--- config.mk ---
export PLATFORM = sky130hd
export DESIGN_NAME = pc_watch_unit
export DESIGN_NICKNAME = d
export VERILOG_FILES = /design/src/rtl/pc_watch_unit.sv
export SDC_FILE = /design/constraint.sdc
export NUM_CORES = 1
export LEC_CHECK = 0
export ABC_AREA = 1
export BUFFER_PORTS_ARGS = -buffer_cell sky130_fd_sc_hd__buf_2
export CORE_MARGIN = 5
export CORE_UTILIZATION = 50
export CTS_BUF_LIST = sky130_fd_sc_hd__clkbuf_8 sky130_fd_sc_hd__clkbuf_16
export DETAILED_ROUTE_END_ITERATION = 10
export PLACE_DENSITY_LB_ADDON = 0.1
export RECOVER_POWER = 25
export REMOVE_ABC_BUFFERS = 1
export SKIP_LAST_GASP = 1
export SLEW_MARGIN = 20
export SYNTH_ARGS = -nofsm -noshare
export SYNTH_HDL_FRONTEND = slang
export SYNTH_SLANG_ARGS = --single-unit
--- constraint.sdc ---
create_clock -name clock -period 2.6 [get_ports clock]
set_clock_uncertainty 0.15 [all_clocks]
set_input_delay 0.13 -clock clock [delete_from_list [all_inputs] [get_ports clock]]
set_output_delay 0.13 -clock clock [all_outputs]
set_load 0.1 [all_outputs]
--- src/rtl/pc_watch_unit.sv ---
// pc_watch_unit -- program-counter watchpoint unit.
//
// Each channel compares the core program address against a configured
// watch address. A channel reports one hit when the match condition
// first appears (rising edge of the registered match), so a PC that
// stays on the watch address produces one hit, not one per cycle.
// Depending on its mode, a hit bumps a saturating counter, requests a
// core halt, or counts up to a threshold and then requests a halt.
//
// Modes: 0 off, 1 count, 2 halt on every hit, 3 count then halt at threshold.
//
// Ports (pc_watch_unit):
//   clock       single clock, rising edge
//   reset       synchronous active-high reset
//   pc_addr     core program address
//   pc_valid    pc_addr is meaningful this cycle
//   cfg_we      write configuration of channel cfg_ch
//   cfg_ch      channel selected by cfg_we / clr_ch (values >= NUM_CH ignored)
//   cfg_addr    watch address
//   cfg_mode    channel mode
//   cfg_thresh  mode-3 threshold (0 = never halt)
//   clr_ch      clear the selected channel's counter
//   resume      release an active halt
//   ch_hit      one-cycle hit pulse per channel
//   ch_count    packed hit counters, channel 0 in the LSBs
//   halt_req    sticky halt request, high for the whole HALTED state
//   halt_ch     channel that caused the current halt

// Per-channel comparator, edge detector and saturating counter.
module pc_watch_ch #(
    parameter int ADDR_W = 32,
    parameter int CNT_W  = 16
) (
    input  logic              clock,
    input  logic              reset,
    input  logic [ADDR_W-1:0] pc_addr,
    input  logic              pc_valid,
    input  logic              sel_we,
    input  logic              sel_clr,
    input  logic [ADDR_W-1:0] cfg_addr,
    input  logic [1:0]        cfg_mode,
    input  logic [CNT_W-1:0]  cfg_thresh,
    output logic              hit,
    output logic [CNT_W-1:0]  count,
    output logic              halt_ev
);
    logic [ADDR_W-1:0] addr_q;
    logic [1:0]        mode_q;
    logic [CNT_W-1:0]  thresh_q;
    logic              match_q;
    logic              match;
    logic              rise;
    logic [CNT_W-1:0]  inc;

    assign match = pc_valid && (pc_addr == addr_q) && (mode_q != 2'd0);
    // A write or clear aimed at this channel wins over a simultaneous hit.
    assign rise  = match && !match_q && !sel_we && !sel_clr;
    assign inc   = (count == {CNT_W{1'b1}}) ? count : count + CNT_W'(1);

    // halt_ev is combinational so the top can register halt_req on the
    // same edge that registers the hit pulse.
    assign halt_ev = rise && ((mode_q == 2'd2) ||
                     ((mode_q == 2'd3) && (thresh_q != '0) && (inc == thresh_q)));

    always_ff @(posedge clock) begin
        if (reset) begin
            addr_q   <= '0;
            mode_q   <= 2'd0;
            thresh_q <= '0;
            match_q  <= 1'b0;
            hit      <= 1'b0;
            count    <= '0;
        end else if (sel_we) begin
            addr_q   <= cfg_addr;
            mode_q   <= cfg_mode;
            thresh_q <= cfg_thresh;
            match_q  <= 1'b0;
            hit      <= 1'b0;
            count    <= '0;
        end else begin
            match_q <= match;
            hit     <= rise;
            if (sel_clr)
                count <= '0;
            else if (rise && mode_q[0])   // modes 1 and 3 count
                count <= inc;
        end
    end
endmodule

module pc_watch_unit #(
    parameter int ADDR_W = 32,
    parameter int NUM_CH = 4,
    parameter int CNT_W  = 16,
    localparam int CH_W  = (NUM_CH > 1) ? $clog2(NUM_CH) : 1
) (
    input  logic                    clock,
    input  logic                    reset,
    input  logic [ADDR_W-1:0]       pc_addr,
    input  logic                    pc_valid,
    input  logic                    cfg_we,
    input  logic [CH_W-1:0]         cfg_ch,
    input  logic [ADDR_W-1:0]       cfg_addr,
    input  logic [1:0]              cfg_mode,
    input  logic [CNT_W-1:0]        cfg_thresh,
    input  logic                    clr_ch,
    input  logic                    resume,
    output logic [NUM_CH-1:0]       ch_hit,
    output logic [NUM_CH*CNT_W-1:0] ch_count,
    output logic                    halt_req,
    output logic [CH_W-1:0]         halt_ch
);
    localparam logic [0:0] ST_RUN    = 1'b0;
    localparam logic [0:0] ST_HALTED = 1'b1;

    logic [NUM_CH-1:0][CNT_W-1:0] cnt;
    logic [NUM_CH-1:0]            halt_ev;
    logic                         ch_ok;
    logic [CH_W-1:0]              halt_sel;
    logic [0:0]                   state;

    // Out-of-range channel numbers select nothing.
    assign ch_ok = {1'b0, cfg_ch} < (CH_W+1)'(NUM_CH);

    for (genvar i = 0; i < NUM_CH; i++) begin : g_ch
        pc_watch_ch #(
            .ADDR_W (ADDR_W),
            .CNT_W  (CNT_W)
        ) u_ch (
            .clock      (clock),
            .reset      (reset),
            .pc_addr    (pc_addr),
            .pc_valid   (pc_valid),
            .sel_we     (cfg_we && ch_ok && (cfg_ch == CH_W'(i))),
            .sel_clr    (clr_ch && ch_ok && (cfg_ch == CH_W'(i))),
            .cfg_addr   (cfg_addr),
            .cfg_mode   (cfg_mode),
            .cfg_thresh (cfg_thresh),
            .hit        (ch_hit[i]),
            .count      (cnt[i]),
            .halt_ev    (halt_ev[i])
        );
    end

    assign ch_count = cnt;

    // Lowest-index channel wins; scanning downward lets the last write win.
    always_comb begin
        halt_sel = '0;
        for (int i = NUM_CH - 1; i >= 0; i--)
            if (halt_ev[i]) halt_sel = CH_W'(i);
    end

    always_ff @(posedge clock) begin
        if (reset) begin
            state   <= ST_RUN;
            halt_ch <= '0;
        end else begin
            case (state)
                ST_RUN: begin
                    if (|halt_ev) begin
                        state   <= ST_HALTED;
                        halt_ch <= halt_sel;
                    end
                end
                default: begin
                    // A fresh halt event beats resume and retargets halt_ch;
                    // without resume, further events leave halt_ch alone.
                    if ((|halt_ev) && resume)
                        halt_ch <= halt_sel;
                    else if (resume)
                        state <= ST_RUN;
                end
            endcase
        end
    end

    assign halt_req = (state == ST_HALTED);
endmodule

# Word level (Yosys, flattened, before mapping)
# Cells that the tools add are included.
[classes]
eq_ne = 24
addsub = 4
reduce_logical = 81
mux = 15
[ops]
columns = ["cell", "n"]
rows = [
  ["32-bit equality test", 4],
  ["16-bit by 1-bit adder with 16-bit output (second input constant)", 4],
  ["16-bit equality test", 4],
  ["16-bit equality test (second input constant)", 4],
  ["16-bit 2-to-1 mux", 4],
  ["16-bit nonzero test", 4],
  ["1-bit logical AND", 45],
  ["2-bit equality test (second input constant)", 10],
  ["2-bit 2-to-1 mux", 7],
  ["1-bit zero test", 12],
  ["3-bit OR reduction", 4],
  ["2-bit nonzero test", 5],
  ["2-bit OR reduction", 4],
  ["1-bit logical OR", 4],
  ["1-bit 2-to-1 mux", 4],
  ["4-bit OR reduction", 1],
  ["2-bit by 1-bit equality test with 1-bit output (second input constant)", 1],
  ["2-bit zero test", 1],
  ["2-bit by 1-bit != test with 1-bit output (second input constant)", 1],
  ["2-bit AND reduction", 1],
]
[word_totals]
out_inout_bits = 71
reg_bits = 275
word_cells = 150
in_bits = 90

# Logic depth before layout (Yosys ltp)
# Gate-level depths: netlist (run 1).
[logic_depth]
depth_word = 13
mapped_depth = 22
depth_no_buf = 22

# Modules after synthesis
# Synthesis (run 1) repeated with hierarchy kept, for this count alone.
[hier_totals]
hier_cells = 2462
area_unflattened_um2 = 15670.0
[by_module_without_submodules]
columns = ["mod", "instances", "cells_per_inst", "seq_area_each_um2", "area_each_um2"]
rows = [
  ["pc_watch_ch", 4, 606, 1361.3, 3863.7],
  ["pc_watch_unit", 1, 38, 60.1, 215.2],
]

# Worst setup path before layout (run 1)
# OpenSTA, ideal clock, no wires.
[synth_timing]
kind = "reg-to-reg"
startpoint = "register g_ch[0].u_ch.count[0]"
endpoint = "register halt_ch[0]"
period_less_slack_ps = 3134
arrival_ps = 2873
setup_ps = 111
required_ps = 2339
n_path_buf = 1
slack_ps = -534
stages_incl_launch_ff = 22
cell_sequence = "dfxtp_1 -> ha_1 -> nand2_1 -> nor2_4 -> nand2_4 -> nor2_8 -> inv_2 -> buf_6 -> nand2_2 -> nor2_1 -> nor2_1 -> nand3_1 -> nor2_1 -> nand3_1 -> nand2_1 -> nand2_1 -> nand2_1 -> nand2_1 -> nand2_1 -> nand2_1 -> clkinv_1 -> nor2_1"
[synth_between]
elab_chain_cells = 10
[synth_lines]
columns = ["item", "line", "source"]
rows = [
  ["from (decl)", "44", "output logic [CNT_W-1:0] count,"],
  ["from (signal assigned)", "86", "count <= inc;"],
  ["16-bit by 1-bit adder with 16-bit output / 16-bit equality test (equally long branches)", "58", "assign inc = (count == {CNT_W{1'b1}}) ? count : count + CNT_W'(1);"],
  ["16-bit 2-to-1 mux (*)", "58", ""],
  ["16-bit equality test (*)", "63", "((mode_q == 2'd3) && (thresh_q != '0) && (inc == thresh_q)));"],
  ["1-bit logical AND (*)", "63", ""],
  ["1-bit logical OR (*)", "62", "assign halt_ev = rise && ((mode_q == 2'd2) ||"],
  ["1-bit logical AND (*)", "62", ""],
  ["4-bit OR reduction", "161, 169", ""],
  ["1-bit logical AND", "169", "if ((|halt_ev) && resume)"],
  ["2-bit by 1-bit != test with 1-bit output (no line)", "n/a", ""],
  ["2-bit AND reduction (no line)", "n/a", ""],
  ["to (signal assigned)", "163", "halt_ch <= halt_sel;"],
  ["to (signal assigned)", "170", "halt_ch <= halt_sel;"],
  ["to (decl)", "111", "output logic [CH_W-1:0] halt_ch"],
]
# Mark *: on every way between the ends. The rest lies on a longest branch, timed or not. The select of a mux whose other input is x is not followed.
# A chain may end at the register's enable or synchronous reset.

# Worst setup path after layout (run 1)
[layout_timing]
startpoint = "register g_ch[3].u_ch.count[15]"
endpoint = "register halt_ch[0]"
[layout_between]
elab_chain_cells = 12
[layout_lines]
columns = ["item", "line", "source"]
rows = [
  ["from (decl)", "44", ""],
  ["from (signal assigned)", "86", ""],
  ["16-bit by 1-bit adder with 16-bit output / 16-bit equality test (equally long branches)", "58", ""],
  ["16-bit 2-to-1 mux (*)", "58", ""],
  ["16-bit equality test (*)", "63", ""],
  ["1-bit logical AND (*)", "63", ""],
  ["1-bit logical OR (*)", "62", ""],
  ["1-bit logical AND (*)", "62", ""],
  ["2-bit 2-to-1 mux (4 in series)", "151", "if (halt_ev[i]) halt_sel = CH_W'(i);"],
  ["2-bit 2-to-1 mux, on equally long branches", "161, 169", ""],
  ["2-bit 2-to-1 mux", "159", "case (state)"],
]
# Marks and branches as above.

==> impl_metrics.yaml, run 1 <==
run_status:
  outcome: "finished clean"
clock_network:
  clock_latency_ns: 0.51
  clk_pin_slew_ns: 0.06
  clk_path_buf_depth: 3
  numCtsBuffers: 34
  clock_sinks: 275
  h-tree-depth: 2
  clockRootBuffer: "clkbuf_16"
  cts_tree: "built"
yosys:
  synthTopCellsByArea: "dfxtp_1 (38%), nand2_1 (10%), o21ai_0 (8.7%)"
  synth.distinct_cells: 47
  yosys.area.top_type: "dfxtp_1"
  synthFlopType: "dfxtp_1"
  synthArstFlopShare_pct: 0
  avgSynthCellArea_um2: 6.74
  syn_inst: 2145
  synth_edf_count: 0
  ys_seq_elements: 275
  yosysSeqAreaShare_pct: 38.1
  yosysMostFrequentCell: "nand2_1"
  yosys-top-cells-count: "nand2_1 (402), nor2_1 (328), dfxtp_1 (275)"
  syn-cell-area_um2: 14500
  yosysWarningCount: 0
  synth.top_cell.area_share_pct: 38.1
timing:
  period_share_pct: 96.7
  maxSlewHeadroom_pct: 19.3
  hold_viol: 0
  fin_crit_ns: 2.51
  slew_violations: 0
  rsz0062_at_grt: "true"
  finalSetupViolCount: 0
  clock.fmax_mhz: 398
  worst_slack_ns: 0.0851
  tightestPinTransition_ns: 1.22
die:
  floorplan.initialDensity_pct: 50.5
  die-height_um: 180
  dieArea_um2: 32400
  pin_count: 161
  die_x_um: 180
  core_um2: 28600
  rows: 62
hold_path:
  min_from: "pc_addr[28]"
  hold_depth: 5
  holdPathEnd: "g_ch[0].u_ch.match_q"
  hp-class: "input pin to flip-flop"
setup_path:
  cp.required_ns: 2.88
  worstPathArrival_ns: 2.80
  r2r-end: "halt_ch[0]"
  crit_type: "flip-flop to flip-flop"
  start_kind: "flip-flop"
  worst_setup_path_end_kind: "flip-flop"
  reg2reg_setup_slack_ns: 0.09
  rr_worst_depth: 21
  cp_max_fo: 10
  r2r-start: "g_ch[3].u_ch.count[15]"
cells_and_area:
  fillCellCount: 2698
  layout-drive-gt1-share_pct: 17.6
  areaGrowthSynthToFinish_pct: 25.0
  register_area_um2: 5530
  multiInputGateArea_um2: 8000
  fin_area_um2: 18100
  nNetsFinal: 2505
  post-route-util_pct: 63.1
grt:
  overflow: 0
  grt_first_pass_wirelength_um: 77600
  antenna_found_initial: 2
  grt_pass1_vias: 14700
  track_usage_pct: 29.3
  grt_max_degree: 78
route:
  drc: 0
  ant_nets: 0
  via_per_inst: 5.45
  first_iter_violations: 1072
  vias: 15300
  drt-total-wl_um: 50000
  first_pass_iters: 5
  wl_per_cell_um: 17.8
placed_design:
  hpwl_um: 36500
  gp_congestion: 0.962
  dpl_cell_area_um2: 16100
  port_buffers: 160
  pre_cts_slack_ns: -0.0954
pwr:
  p_leak_nw: 7.88
  power_density_nw_per_um2: 552
  max-vdd-ir-drop_uv: 495
  p_total_mw: 9.97
flow_run:
  cap_violations: 0
-- per-layer routing --
metal	global-route usage (%)	up-vias	wire [µm]	share of wire, %
met5	0	-	12	0.024
li1	-	7551	-	-
met4	14.7	2	2840	5.7
met1	35.8	7043	20000	40
met2	50.7	582	23900	48
met3	4.12	152	3180	6.4
-- layout make-up --
type / instances / share of cell area, %
Multi-Input combinational cell: 1566 / 44.3
Sequential cell: 275 / 30.6
Timing Repair Buffer: 317 / 12.2
Clock buffer: 38 / 5.08
Inverter: 217 / 4.65
Tap cell: 384 / 2.66
Clock inverter: 16 / 0.554
Antenna cell: 1 / 0.0138
-- cell usage in the layout, fill, tap and decap left out, types with 52 or more instances in the layout --
cell and count:
dfxtp_1 254, buf_4 96, xor2_1 74, dlygate4sd3_1 52
inv_1 206, a21oi_1 173, o21ai_0 249, buf_2 138
nor2_1 305, nand3_1 96, nand2_1 383
-- through the flow --
step	setup TNS (ns)	hold slack [ns]	instances
after floorplan	-45.39	0.0524	2058
after global placement	-0.0391	0.255	2692
after detailed placement	-0.116	0.262	2692
after CTS	0	0.00274	2799
after global routing	-0.294	0.0386	2814
final	0	0.0178	2814
-- power by group --
group | switching [mW] | internal [mW]
Sequential | 0.0886 | 4.38
Clock | 1.80 | 2.60
Combinational | 0.700 | 0.410
Total | 2.59 | 7.39
-- worst max path at each step --
stage / to / start / slack (ns) / cells after the start
after floorplan: halt_ch[0] / g_ch[3].u_ch.count[0] / -0.84 / 19
after global placement: halt_ch[0] / g_ch[1].u_ch.count[0] / -0.04 / 21
after detailed placement: halt_ch[0] / g_ch[1].u_ch.count[1] / -0.1 / 19
after CTS: halt_ch[0] / g_ch[1].u_ch.count[1] / 0.008 / 19
after global routing: halt_ch[0] / g_ch[0].u_ch.count[0] / -0.11 / 21
final: halt_ch[0] / g_ch[3].u_ch.count[15] / 0.09 / 21
-- kinds of logic (layout without fill, tap and decap cells) --
| logic type | Yosys count | count (layout) | synth area share (%) |
|---|---|---|---|
| xor+xnor | 110 | 110 | 6.76 |
| flops | 275 | 275 | 38.1 |
| compound gates | 483 | 483 | 17.5 |
| other cells | 0 | 1 | 0 |
| simple gates | 969 | 969 | 29.1 |
| buf+inv | 304 | 588 | 8.28 |
| fa+ha+maj | 4 | 4 | 0.346 |
-- timing repair --
item / CTS / global route
endpoints found under the setup margin: 2 / 25
hold buffers: 52 / 0
pin swaps: 1 / 27
cloned: 0 / 2
resized for setup: 4 / 97
hold endpoints to repair: 209 / 0
setup buffers: 1 / 12
-- state kept, by name, indices dropped and copies added (netlist names) --
signal	cells
g_ch.u_ch.match_q	4
halt_req	1
halt_ch	2
g_ch.u_ch.count	64
g_ch.u_ch.thresh_q	64
g_ch.u_ch.addr_q	128
g_ch.u_ch.hit	4
g_ch.u_ch.mode_q	8
-- critical path, stage by stage (launching register included) --
cell and delay [ns]:
dfxtp_1 0.41, nand2_1 0.09, nor2_2 0.16, nand4_1 0.12, buf_4 0.19, buf_4 0.15, clkbuf_16 0.16, nand2_1 0.07
nand2_1 0.05, nand2_1 0.06, nor2_2 0.05, nand3b_1 0.08, nor2_1 0.05, nand2_1 0.10, nand2_1 0.07, nand2_1 0.08
nand2_2 0.08, nand2_2 0.07, nand2_1 0.06, nand2_1 0.06, clkinv_1 0.05, nor2_1 0.09
No activity file was read; power rests on OpenSTA's default activity.
==> run 2, diff against run 1 <==
--- a/config.mk
+++ b/config.mk
@@ -11,6 +11,7 @@
 export CORE_UTILIZATION = 50
 export CTS_BUF_LIST = sky130_fd_sc_hd__clkbuf_8 sky130_fd_sc_hd__clkbuf_16
 export DETAILED_ROUTE_END_ITERATION = 10
+export MAX_ROUTING_LAYER = met4
 export PLACE_DENSITY_LB_ADDON = 0.1
 export RECOVER_POWER = 25
 export REMOVE_ABC_BUFFERS = 1
@@ -18,4 +19,5 @@
 export SLEW_MARGIN = 20
 export SYNTH_ARGS = -nofsm -noshare
 export SYNTH_HDL_FRONTEND = slang
+export SYNTH_HIERARCHICAL = 1
 export SYNTH_SLANG_ARGS = --single-unit
==> constraint.sdc (replaced) <==
create_clock -name clock -period 2.1 [get_ports clock]
set_clock_uncertainty 0.15 [all_clocks]
set_input_delay 0.105 -clock clock [delete_from_list [all_inputs] [get_ports clock]]
set_output_delay 0.105 -clock clock [all_outputs]
set_load 0.1 [all_outputs]
==> run 2 against run 1 <==
The flow now finishes with violations (negative setup slack). Combinational power is 66% higher. Clock power increased by 27%. Register-to-register slack worse by 0.55 ns. Sequential power rose by 24%. First-iteration DRC count rose by 36%. Core utilization increased by 12 points. Total power rose by 30%. Fmax down 1.8%. Count of clock-buffer cells in the layout rose by 1. Flip-flop and latch count stayed put. Via count grew 22%.
==> impl_metrics.yaml, run 2 <==
clock_network:
  clk_pin_slew_ns: 0.06
  cts_tree: "built"
  h-tree-depth: 1
  clock_sinks: 275
  numCtsBuffers: 31
  clockRootBuffer: "clkbuf_16"
  clk_path_buf_depth: 3
  clock_latency_ns: 0.57
setup_path:
  start_kind: "flip-flop"
  rr_worst_depth: 16
  crit_type: "flip-flop to flip-flop"
  cp-startpoint: "g_ch[1].u_ch/count[1]"
  cp_max_fo: 5
  reg2reg_setup_slack_ns: -0.46
  r2r-end: "halt_req"
  r2r-start: "g_ch[1].u_ch/count[1]"
  worst_setup_path_end_kind: "flip-flop"
  crit_path_end: "halt_req"
  cp.required_ns: 2.41
  worstPathArrival_ns: 2.87
cells_and_area:
  nNetsFinal: 3156
  top_regs: "g_ch.u_ch/addr_q: 128 flops, g_ch.u_ch/count: 64 flops, g_ch.u_ch/thresh_q: 64 flops"
  regMostFlops: "g_ch.u_ch/addr_q"
  instances_no_fill: 3483
  largest_reg_flops: 128
  fin_area_um2: 23000
  layout_commonest_cell: "nand2_1"
  mostFrequentLayoutCells: "nand2_1 (465), nor2_1 (458), buf_4 (387)"
  areaGrowthSynthToFinish_pct: 46.7
  post-route-util_pct: 74.8
  layout-drive-gt1-share_pct: 31.0
pwr:
  max-vdd-ir-drop_uv: 763
  p_leak_nw: 11.4
  power_density_nw_per_um2: 563
  p_total_mw: 13.0
flow_run:
  cap_violations: 0
yosys:
  synth.top_cell.area_share_pct: 35.1
  ys_seq_elements: 275
  synthFlopType: "dfxtp_1"
  yosysWarningCount: 6
  synth-compound-area-share_pct: 10.9
  avgSynthCellArea_um2: 6.36
  synth.distinct_cells: 27
  synthAdderAreaFrac_pct: 0.319
  synthTopCellsByArea: "dfxtp_1 (35%), nand2_1 (13%), nor2_1 (12%)"
  syn_inst: 2462
  synth_top_family_by_area: "simple AND/OR/NAND/NOR gates"
  yosys.area.top_type: "dfxtp_1"
  synthArstFlopShare_pct: 0
  synthMuxAreaShare_pct: 0
  synth_edf_count: 0
  yosys-top-cells-count: "nand2_1 (540), nor2_1 (505), dfxtp_1 (275)"
  syn-cell-area_um2: 15700
  yosysSeqAreaShare_pct: 35.1
  synth-xor-area-share_pct: 6.26
  yosysMostFrequentCell: "nand2_1"
  yosys.area_share.simple_pct: 38.7
timing:
  slew_violations: 0
  maxSlewHeadroom_pct: 61.3
  hold_viol: 0
  finalSetupViolCount: 49
  rsz0062_at_grt: "true"
  period_share_pct: 122
  final.setup.tns_ns: -3.35
  holdWs_ns: 0.0544
  clock.fmax_mhz: 390
  tightestPinTransition_ns: 0.576
  fin_crit_ns: 2.56
  worst_slack_ns: -0.462
route:
  ant_nets: 0
  via_per_inst: 5.37
  wl_per_cell_um: 17.7
  drt-total-wl_um: 61500
  vias: 18700
  first_pass_iters: 7
  drc: 0
  first_iter_violations: 1461
placed_design:
  dpl_cell_area_um2: 19600
  dp.cells: 3318
  hpwl_um: 41900
  pre_cts_slack_ns: -0.513
  gp_congestion: 0.945
  port_buffers: 160
die:
  rows: 64
  dieArea_um2: 35000
  die-height_um: 187
  die_x_um: 187
  core_um2: 30700
  floorplan.initialDensity_pct: 51.0
  pin_count: 161
grt:
  grt_pass1_vias: 17800
  overflow: 0
  track_usage_pct: 32.8
  grt_first_pass_wirelength_um: 91800
  antenna_found_initial: 2
  grt_max_degree: 73
hold_path:
  hp-class: "input pin to flip-flop"
run_status:
  violations: "negative setup slack"
  outcome: "finished, violations left"
-- run 2: changes by cell type after synthesis, sizes merged, moves of 22 or more --
cell | previous run | this run
nand2 | 417 | 550
a21oi | 175 | 113
inv | 211 | 259
xnor2 | 31 | 56
nor2 | 343 | 531
o21ai | 257 | 222
xor2 | 78 | 56
nand3 | 104 | 156
-- run 2: power by group --
group | internal (mW) | switching, mW | total, mW
clock network | 3.31 | 2.25 | 5.57
logic | 0.760 | 1.08 | 1.84
registers | 5.41 | 0.141 | 5.55
-- run 2: kinds of logic (layout without fill, tap and decap cells) --
group	Yosys count	after routing
compound gates	339	339
xor+xnor	112	112
fa+ha+maj	4	4
buf+inv	339	956
flops	275	275
other cells	0	3
simple gates	1393	1398
-- run 2: how the worst min path moves through the flow --
| stage | start | to | slack [ns] | cells after the start |
|---|---|---|---|---|
| final | pc_addr[6] | g_ch[1].u_ch/match_q | 0.05 | 7 |
| after global routing | pc_addr[28] | g_ch[1].u_ch/match_q | 0.10 | 6 |
| after CTS | pc_addr[28] | g_ch[1].u_ch/match_q | 0.003 | 6 |
| after detailed placement | cfg_addr[28] | g_ch[0].u_ch/addr_q[28] | 0.23 | 3 |
| after global placement | cfg_addr[28] | g_ch[0].u_ch/addr_q[28] | 0.23 | 3 |
| after floorplan | reset | g_ch[0].u_ch/hit | 0.03 | 1 |
-- run 2: routing by layer --
layer / GRT usage (%) / share of wire, % / routed length, µm
met2: 56.6 / 49 / 30200
met1: 38.6 / 39 / 24200
met4: 13.9 / 4.9 / 3040
met3: 4.09 / 6.5 / 4020
met5: - / 0 / 0
-- run 2: layout make-up --
type	count	area (µm²)
diodes	3	7.51
clock buffers	39	886
clock inverters	16	154
fillers	2434	7750
inverters	259	987
multi-input cells	1853	9990
flip-flops and latches	275	5560
well taps	396	495
repair buffers	642	4910
-- run 2: worst max-delay path, stage by stage, from the launching register on --
cell	delay (ns)
dfxtp_2	0.35
ha_2	0.21
nand3_4	0.11
inv_6	0.10
nand2_2	0.10
o21ai_0	0.39
nand2_1	0.14
nand2_1	0.09
nor2_1	0.04
nand3_1	0.09
nor2_1	0.06
nand3_1	0.10
a21oi_2	0.07
nor2_2	0.15
nand2_2	0.08
o21ai_0	0.14
inv_1	0.06
-- run 2: repair_timing --
item / CTS / global route
gates cloned: 2 / 15
gates resized for setup: 77 / 261
buffers inserted: 17 / 19
pin swaps: 27 / 93
hold buffers: 57 / 0
endpoints found under the hold margin: 211 / 0
endpoints found under the setup margin: 65 / 68
